==> config.mk <==
export PLATFORM = sky130hd
export DESIGN_NAME = zx_mem_pager_flat
export DESIGN_NICKNAME = d
export VERILOG_FILES = /design/src/rtl/zx_mem_pager_if.sv /design/src/rtl/zx_mem_pager.sv /design/src/flat_wrapper.sv
export SDC_FILE = /design/constraint.sdc
export NUM_CORES = 1
export LEC_CHECK = 0
export BUFFER_PORTS_ARGS = -buffer_cell sky130_fd_sc_hd__clkbuf_2
export CORE_MARGIN = 2
export CORE_UTILIZATION = 37
export CTS_BUF_LIST = sky130_fd_sc_hd__clkbuf_2
export DETAILED_ROUTE_END_ITERATION = 16
export GPL_ROUTABILITY_DRIVEN = 0
export PLACE_DENSITY_LB_ADDON = 0.3
export SYNTH_ARGS = -nofsm -noshare
export SYNTH_HDL_FRONTEND = slang
export SYNTH_SLANG_ARGS = --single-unit
==> constraint.sdc <==
create_clock -name clk -period 1.5 [get_ports clk]
set_clock_uncertainty 0.15 [all_clocks]
set_input_delay 0.15 -clock clk [delete_from_list [all_inputs] [get_ports clk]]
set_output_delay 0.15 -clock clk [all_outputs]
set_load 0.01 [all_outputs]
==> src/rtl/zx_mem_pager_if.sv <==
// rtl/zx_mem_pager_if.sv - CPU/loader bus and mapping outputs of the pager; rom_page widens under PLUS3_PAGING_EN
interface zx_mem_pager_if #(
    parameter int RAM_BANKS = 8
);
    localparam int BANK_W = $clog2(RAM_BANKS);
`ifdef PLUS3_PAGING_EN
    localparam int RW = 2;
`else
    localparam int RW = 1;
`endif

    logic [15:0]         addr;
    logic [7:0]          din;
    logic                iorq_n;
    logic                wr_n;
    logic                m1_n;
    logic                cfg_we;
    logic                cfg_sel;
    logic [7:0]          cfg_din;
    logic                is_rom;
    logic [RW-1:0]       rom_page;
    logic [BANK_W+13:0]  phys_addr;
    logic [BANK_W-1:0]   vid_bank;
    logic [7:0]          page_reg;
    logic                locked;

    modport master (
        output addr, din, iorq_n, wr_n, m1_n, cfg_we, cfg_sel, cfg_din,
        input  is_rom, rom_page, phys_addr, vid_bank, page_reg, locked
    );

    modport slave (
        input  addr, din, iorq_n, wr_n, m1_n, cfg_we, cfg_sel, cfg_din,
        output is_rom, rom_page, phys_addr, vid_bank, page_reg, locked
    );
endinterface

==> src/rtl/zx_mem_pager.sv <==
// rtl/zx_mem_pager.sv - 128K-style banked memory pager with lockable 7FFD port; +3 1FFD paging under PLUS3_PAGING_EN
module zx_mem_pager #(
    parameter int RAM_BANKS = 8,
    parameter bit MODE48    = 1'b0
) (
    input logic           clk,
    input logic           reset_n,
    zx_mem_pager_if.slave bus
);
    localparam int BANK_W = $clog2(RAM_BANKS);
`ifdef PLUS3_PAGING_EN
    localparam int RW = 2;
`else
    localparam int RW = 1;
`endif

    logic [7:0]        page_reg_q, page_reg_d;
    logic              prev_strobe_q, prev_strobe_d;
`ifdef PLUS3_PAGING_EN
    logic [7:0]        plus3_reg_q, plus3_reg_d;
    logic              special_mode;
`endif
    logic              io_write;
    logic              dec_7ffd;
    logic              dec_1ffd;
    logic              wr_strobe;
    logic              cpu_capture;
    logic              locked;
    logic [BANK_W-1:0] c000_bank;
    logic [BANK_W-1:0] bank_sel;
    logic [BANK_W-1:0] vid_bank;
    logic [RW-1:0]     rom_page;
    logic              is_rom;

    // The lock lives in the 7FFD image itself, so a loader restore of bit5 sets or clears it
    assign locked = page_reg_q[5];

    // Port decode and rising-edge detection of the write strobe (one capture per I/O cycle)
    always_comb begin
        io_write = ~bus.iorq_n & ~bus.wr_n & bus.m1_n;
        dec_7ffd = ~MODE48 & ~bus.addr[15] & ~bus.addr[1];
`ifdef PLUS3_PAGING_EN
        dec_1ffd = ~MODE48 & (bus.addr[15:12] == 4'b0001) & ~bus.addr[1];
`else
        dec_1ffd = 1'b0;
`endif
        wr_strobe   = io_write & (dec_7ffd | dec_1ffd);
        cpu_capture = wr_strobe & ~prev_strobe_q & ~locked;
    end

    // Next paging state: loader writes bypass the lock and override a coincident CPU write
    always_comb begin
        prev_strobe_d = wr_strobe;
        page_reg_d    = page_reg_q;
`ifdef PLUS3_PAGING_EN
        plus3_reg_d   = plus3_reg_q;
`endif
        if (bus.cfg_we) begin
            if (!bus.cfg_sel) page_reg_d = bus.cfg_din;
`ifdef PLUS3_PAGING_EN
            else plus3_reg_d = bus.cfg_din;
`endif
        end else if (cpu_capture) begin
            if (dec_7ffd) page_reg_d = bus.din;
`ifdef PLUS3_PAGING_EN
            if (dec_1ffd) plus3_reg_d = bus.din;
`endif
        end
    end

    // Paging registers with synchronous active-low reset
    always_ff @(posedge clk) begin
        if (!reset_n) begin
            page_reg_q    <= 8'h00;
            prev_strobe_q <= 1'b0;
`ifdef PLUS3_PAGING_EN
            plus3_reg_q   <= 8'h00;
`endif
        end else begin
            page_reg_q    <= page_reg_d;
            prev_strobe_q <= prev_strobe_d;
`ifdef PLUS3_PAGING_EN
            plus3_reg_q   <= plus3_reg_d;
`endif
        end
    end

    // Combinational address translation; in 48K mode the paging image is ignored entirely
    always_comb begin
        c000_bank = MODE48 ? '0 : BANK_W'({page_reg_q[7:6], page_reg_q[2:0]});
        vid_bank  = (!MODE48 && page_reg_q[3]) ? BANK_W'(7) : BANK_W'(5);
        rom_page  = '0;
        if (!MODE48) begin
`ifdef PLUS3_PAGING_EN
            rom_page = {plus3_reg_q[2], page_reg_q[4]};
`else
            rom_page = page_reg_q[4];
`endif
        end
        is_rom   = 1'b0;
        bank_sel = '0;
        case (bus.addr[15:14])
            2'b00:   is_rom   = 1'b1;
            2'b01:   bank_sel = BANK_W'(5);
            2'b10:   bank_sel = BANK_W'(2);
            default: bank_sel = c000_bank;
        endcase
`ifdef PLUS3_PAGING_EN
        special_mode = ~MODE48 & plus3_reg_q[0];
        if (special_mode) begin
            is_rom = 1'b0;
            case (plus3_reg_q[2:1])
                2'b00:   bank_sel = BANK_W'(bus.addr[15:14]);
                2'b01:   bank_sel = BANK_W'({1'b1, bus.addr[15:14]});
                2'b10:   bank_sel = (bus.addr[15:14] == 2'b11) ? BANK_W'(3)
                                    : BANK_W'({1'b1, bus.addr[15:14]});
                default: bank_sel = (bus.addr[15:14] == 2'b11) ? BANK_W'(3)
                                    : (bus.addr[15:14] == 2'b01) ? BANK_W'(7)
                                    : BANK_W'({1'b1, bus.addr[15:14]});
            endcase
        end
`endif
    end

    assign bus.is_rom    = is_rom;
    assign bus.rom_page  = rom_page;
    assign bus.phys_addr = is_rom ? {BANK_W'(rom_page), bus.addr[13:0]} : {bank_sel, bus.addr[13:0]};
    assign bus.vid_bank  = vid_bank;
    assign bus.page_reg  = page_reg_q;
    assign bus.locked    = locked;
endmodule
==> src/flat_wrapper.sv <==
// flat-port wrapper written by rule: the top's interface ports become plain ports
module zx_mem_pager_flat 
#(
    parameter int RAM_BANKS = 8,
    parameter bit MODE48    = 1'b0
)
  (clk, reset_n, bus_addr, bus_din, bus_iorq_n, bus_wr_n, bus_m1_n, bus_cfg_we, bus_cfg_sel, bus_cfg_din, bus_is_rom, bus_rom_page, bus_phys_addr, bus_vid_bank, bus_page_reg, bus_locked);
  zx_mem_pager_if #(.RAM_BANKS(RAM_BANKS)) bus_i ();
  input logic clk;
  input logic reset_n;
  input wire logic [$bits(bus_i.addr)-1:0] bus_addr;
  input wire logic [$bits(bus_i.din)-1:0] bus_din;
  input wire logic [$bits(bus_i.iorq_n)-1:0] bus_iorq_n;
  input wire logic [$bits(bus_i.wr_n)-1:0] bus_wr_n;
  input wire logic [$bits(bus_i.m1_n)-1:0] bus_m1_n;
  input wire logic [$bits(bus_i.cfg_we)-1:0] bus_cfg_we;
  input wire logic [$bits(bus_i.cfg_sel)-1:0] bus_cfg_sel;
  input wire logic [$bits(bus_i.cfg_din)-1:0] bus_cfg_din;
  output wire logic [$bits(bus_i.is_rom)-1:0] bus_is_rom;
  output wire logic [$bits(bus_i.rom_page)-1:0] bus_rom_page;
  output wire logic [$bits(bus_i.phys_addr)-1:0] bus_phys_addr;
  output wire logic [$bits(bus_i.vid_bank)-1:0] bus_vid_bank;
  output wire logic [$bits(bus_i.page_reg)-1:0] bus_page_reg;
  output wire logic [$bits(bus_i.locked)-1:0] bus_locked;
  assign bus_i.addr = bus_addr;
  assign bus_i.din = bus_din;
  assign bus_i.iorq_n = bus_iorq_n;
  assign bus_i.wr_n = bus_wr_n;
  assign bus_i.m1_n = bus_m1_n;
  assign bus_i.cfg_we = bus_cfg_we;
  assign bus_i.cfg_sel = bus_cfg_sel;
  assign bus_i.cfg_din = bus_cfg_din;
  assign bus_is_rom = bus_i.is_rom;
  assign bus_rom_page = bus_i.rom_page;
  assign bus_phys_addr = bus_i.phys_addr;
  assign bus_vid_bank = bus_i.vid_bank;
  assign bus_page_reg = bus_i.page_reg;
  assign bus_locked = bus_i.locked;
  zx_mem_pager #(.RAM_BANKS(RAM_BANKS), .MODE48(MODE48)) u_core (.clk(clk), .reset_n(reset_n), .bus(bus_i));
endmodule
==> impl_metrics.py <==
metrics = {
    "grt": {
        "grt_pass1_vias": 572,
        "groute.usage.overall_pct": 14.4,
        "grt_overflow": 0,
        "grt_max_degree": 18,
        "antenna_found_initial": 0,
        "grt_pass1_wl_um": 2270,
    },
    "logic_synthesis": {
        "synthArstFlopShare_pct": 0,
        "netlist.area_leader.share_pct": 25.2,
        "synth.area.top_cells": "dfxtp_1 (25%), buf_4 (20%), mux2i_1 (14%), o211ai_1 (8.4%), or2b_1 (6.3%)",
        "yosys_warnings": 0,
        "ys_types": 19,
        "synth.most_common_cell": "buf_4",
        "synth_edf_count": 0,
        "syn_inst": 82,
        "avgSynthCellArea_sq_um": 8.73,
        "seq_area_frac_synth_pct": 25.2,
        "ys.flop_type": "dfxtp_1",
        "synth_common_cells": "buf_4 (19), mux2i_1 (10), nand2_1 (10)",
        "synth_seq_cells": 9,
        "yosysTopAreaCell": "dfxtp_1",
        "synthesis.area_sq_um": 716,
    },
    "sta": {
        "fmax_mhz": 737,
        "timing_hold_violations_final": 0,
        "grt_setup_unrepaired": "no",
        "setup-violations-final": 0,
        "tns_ns": 0,
        "period_needed_ns": 1.36,
        "slew_violations": 0,
        "fin_crit_sh_pct": 90.4,
    },
    "clock_network": {
        "cts_num_sinks": 9,
        "path_clk_slew_ns": 0.08,
        "post_cts_buffers": 0,
        "root_buffer": "clkbuf_2",
        "cts_buffers": 3,
        "cts.path.max_buffers": 2,
        "insertion_delay_ns": 0.22,
        "cts_tree": "done",
        "cts_max_level": 1,
    },
    "critical_path": {
        "cp_common_cell": "clkbuf_2",
        "crit_slowest_cell": "ha_4",
        "critPathLaunchType": "primary input",
        "crit_chain": "clkbuf_2, inv_1, ha_4, mux2i_1, o21ai_0, clkbuf_2",
        "worstSetupPathType": "in -> out",
        "crit_required_ns": 1.20,
        "critPathCaptureType": "primary output",
        "r2r_slack_ns": 0.20,
        "cp_data_arrival_time_ns": 1.06,
        "critPathMaxFanout": 3,
        "cpPeakStageDelay_ns": 0.29,
    },
    "cells_and_area": {
        "largest_reg_flops": 8,
        "area_delta_synth_final_pct": 21.3,
        "final_nets": 152,
        "layout.area.seq_sq_um": 180,
        "drive_gt1_share_pct": 45.5,
        "final_util_pct": 49.2,
        "n_fill_cell": 204,
        "multi_input_area_sq_um": 387,
        "insertedDiodeCount": 0,
    },
    "detailed_routing": {
        "vias": 612,
        "drt-initial-drc-count": 7,
        "routed_wl_um": 1440,
        "vias_per_cell": 4.53,
        "dr.pass1.iters": 2,
        "ant_nets": 0,
        "drcViolationCount": 0,
        "wire_per_inst_um": 10.7,
    },
    "worst_hold_path": {
        "hp-class": "in -> reg",
    },
    "floorplan": {
        "ios": 70,
        "row_count": 15,
        "initial_core_util_pct": 40.6,
        "die_area_sq_um": 2300,
        "die_w_um": 48.0,
        "core_area_sq_um": 1760,
        "die_h_um": 48.0,
    },
    "flow_run": {
        "cap_violations": 0,
    },
    "power": {
        "vdd_drop_max_mv": 0.348,
        "power.density_nw_per_um2": 674,
        "p_leak_nw": 0.456,
    },
    "placed_design": {
        "dp_hpwl_um": 1180,
        "port_buffers": 41,
    },
    "outcome": {
        "status": "finished, final reports clean",
    },
}
## worst paths after layout
| kind | cells after the start | startpoint | endpoint |
|---|---|---|---|
| setup / recovery | 6 | bus_addr[15] | bus_phys_addr[14] |
| hold / removal | 3 | bus_din[3] | u_core.bus.page_reg[3]$_SDFFE_PN0P_ |
| setup reg to reg | 3 | u_core.bus.page_reg[5]$_SDFFE_PN0P_ | u_core.bus.page_reg[4]$_SDFFE_PN0P_ |
| hold reg to reg | 2 | u_core.bus.page_reg[7]$_SDFFE_PN0P_ | u_core.bus.page_reg[7]$_SDFFE_PN0P_ |
## area by class of cell
| type | count | area share (%) |
|---|---|---|
| tap | 25 | 3.60 |
| sequential | 9 | 20.7 |
| inverter | 2 | 0.865 |
| clock buffer | 4 | 2.31 |
| timing repair buffer | 45 | 28.0 |
| multi-input combinational | 50 | 44.5 |
## timing repair
item                       CTS  global route
gates resized for setup      0             1
hold buffers                 2             1
hold endpoints to repair     1             1
setup endpoints to repair    0             1
## per-layer routing
metal  GRT usage (%)  up-vias  routed length, um
li1                -      313                  -
met1            16.0      260                592
met2            24.5       35                684
met3            4.53        4                152
met4            7.03        0                 12
met5               0        -                  0
## through the flow
| stage | worst slack [ns] | hold WS (ns) | area [sq um] | total power [mW] | cells |
|---|---|---|---|---|---|
| global route | 0.0389 | 0.0512 | 868 | 0.631 | 135 |
| detailed placement | 0.0677 | 0.150 | 806 | 0.435 | 128 |
| floorplan | 0.274 | 0.0765 | 719 | 0.408 | 83 |
| CTS | 0.0703 | 0.0111 | 846 | 0.588 | 134 |
| global placement | 0.106 | 0.150 | 806 | 0.431 | 128 |
| finish | 0.144 | 0.0684 | 868 | 0.585 | 135 |
## placed cells by master, fill, tap and decap left out
master         instances
clkbuf_2              45
nand2_1               10
mux2i_1               10
dfxtp_1                9
o211ai_1               8
or2b_1                 6
nor2_1                 3
dlygate4sd3_1          3
inv_1                  2
nand2b_1               2
conb_1                 2
o22ai_1                1
o21ai_0                1
nor4b_4                1
nor2b_2                1
a31oi_4                1
nand3_1                1
nor3_1                 1
ha_4                   1
ha_1                   1
buf_4                  1
## worst max-delay path, delay by kind of cell
family | cells | cell delay (ns)
buffers and inverters | 3 | 0.36
adders and majority gates | 1 | 0.29
muxes | 1 | 0.18
AOI/OAI and AO/OA | 1 | 0.08
## where the power goes
group | leakage (nW) | switching, mW | internal, mW
registers | 0.0737 | 0.0109 | 0.253
logic | 0.366 | 0.0844 | 0.0898
clock network | 0.0166 | 0.0758 | 0.0710
## cells by family (layout without fill, tap and decap cells)
family	after synthesis	after routing	share of synthesized area, %
buffers and inverters	24	51	23.1
adders and majority gates	2	2	3.50
muxes	10	10	14.0
and+or+nand+nor	25	25	20.8
other	1	2	0.524
AOI/OAI and AO/OA	11	11	12.9
DFF	9	9	25.2
No activity file was read; power rests on OpenSTA's default activity.
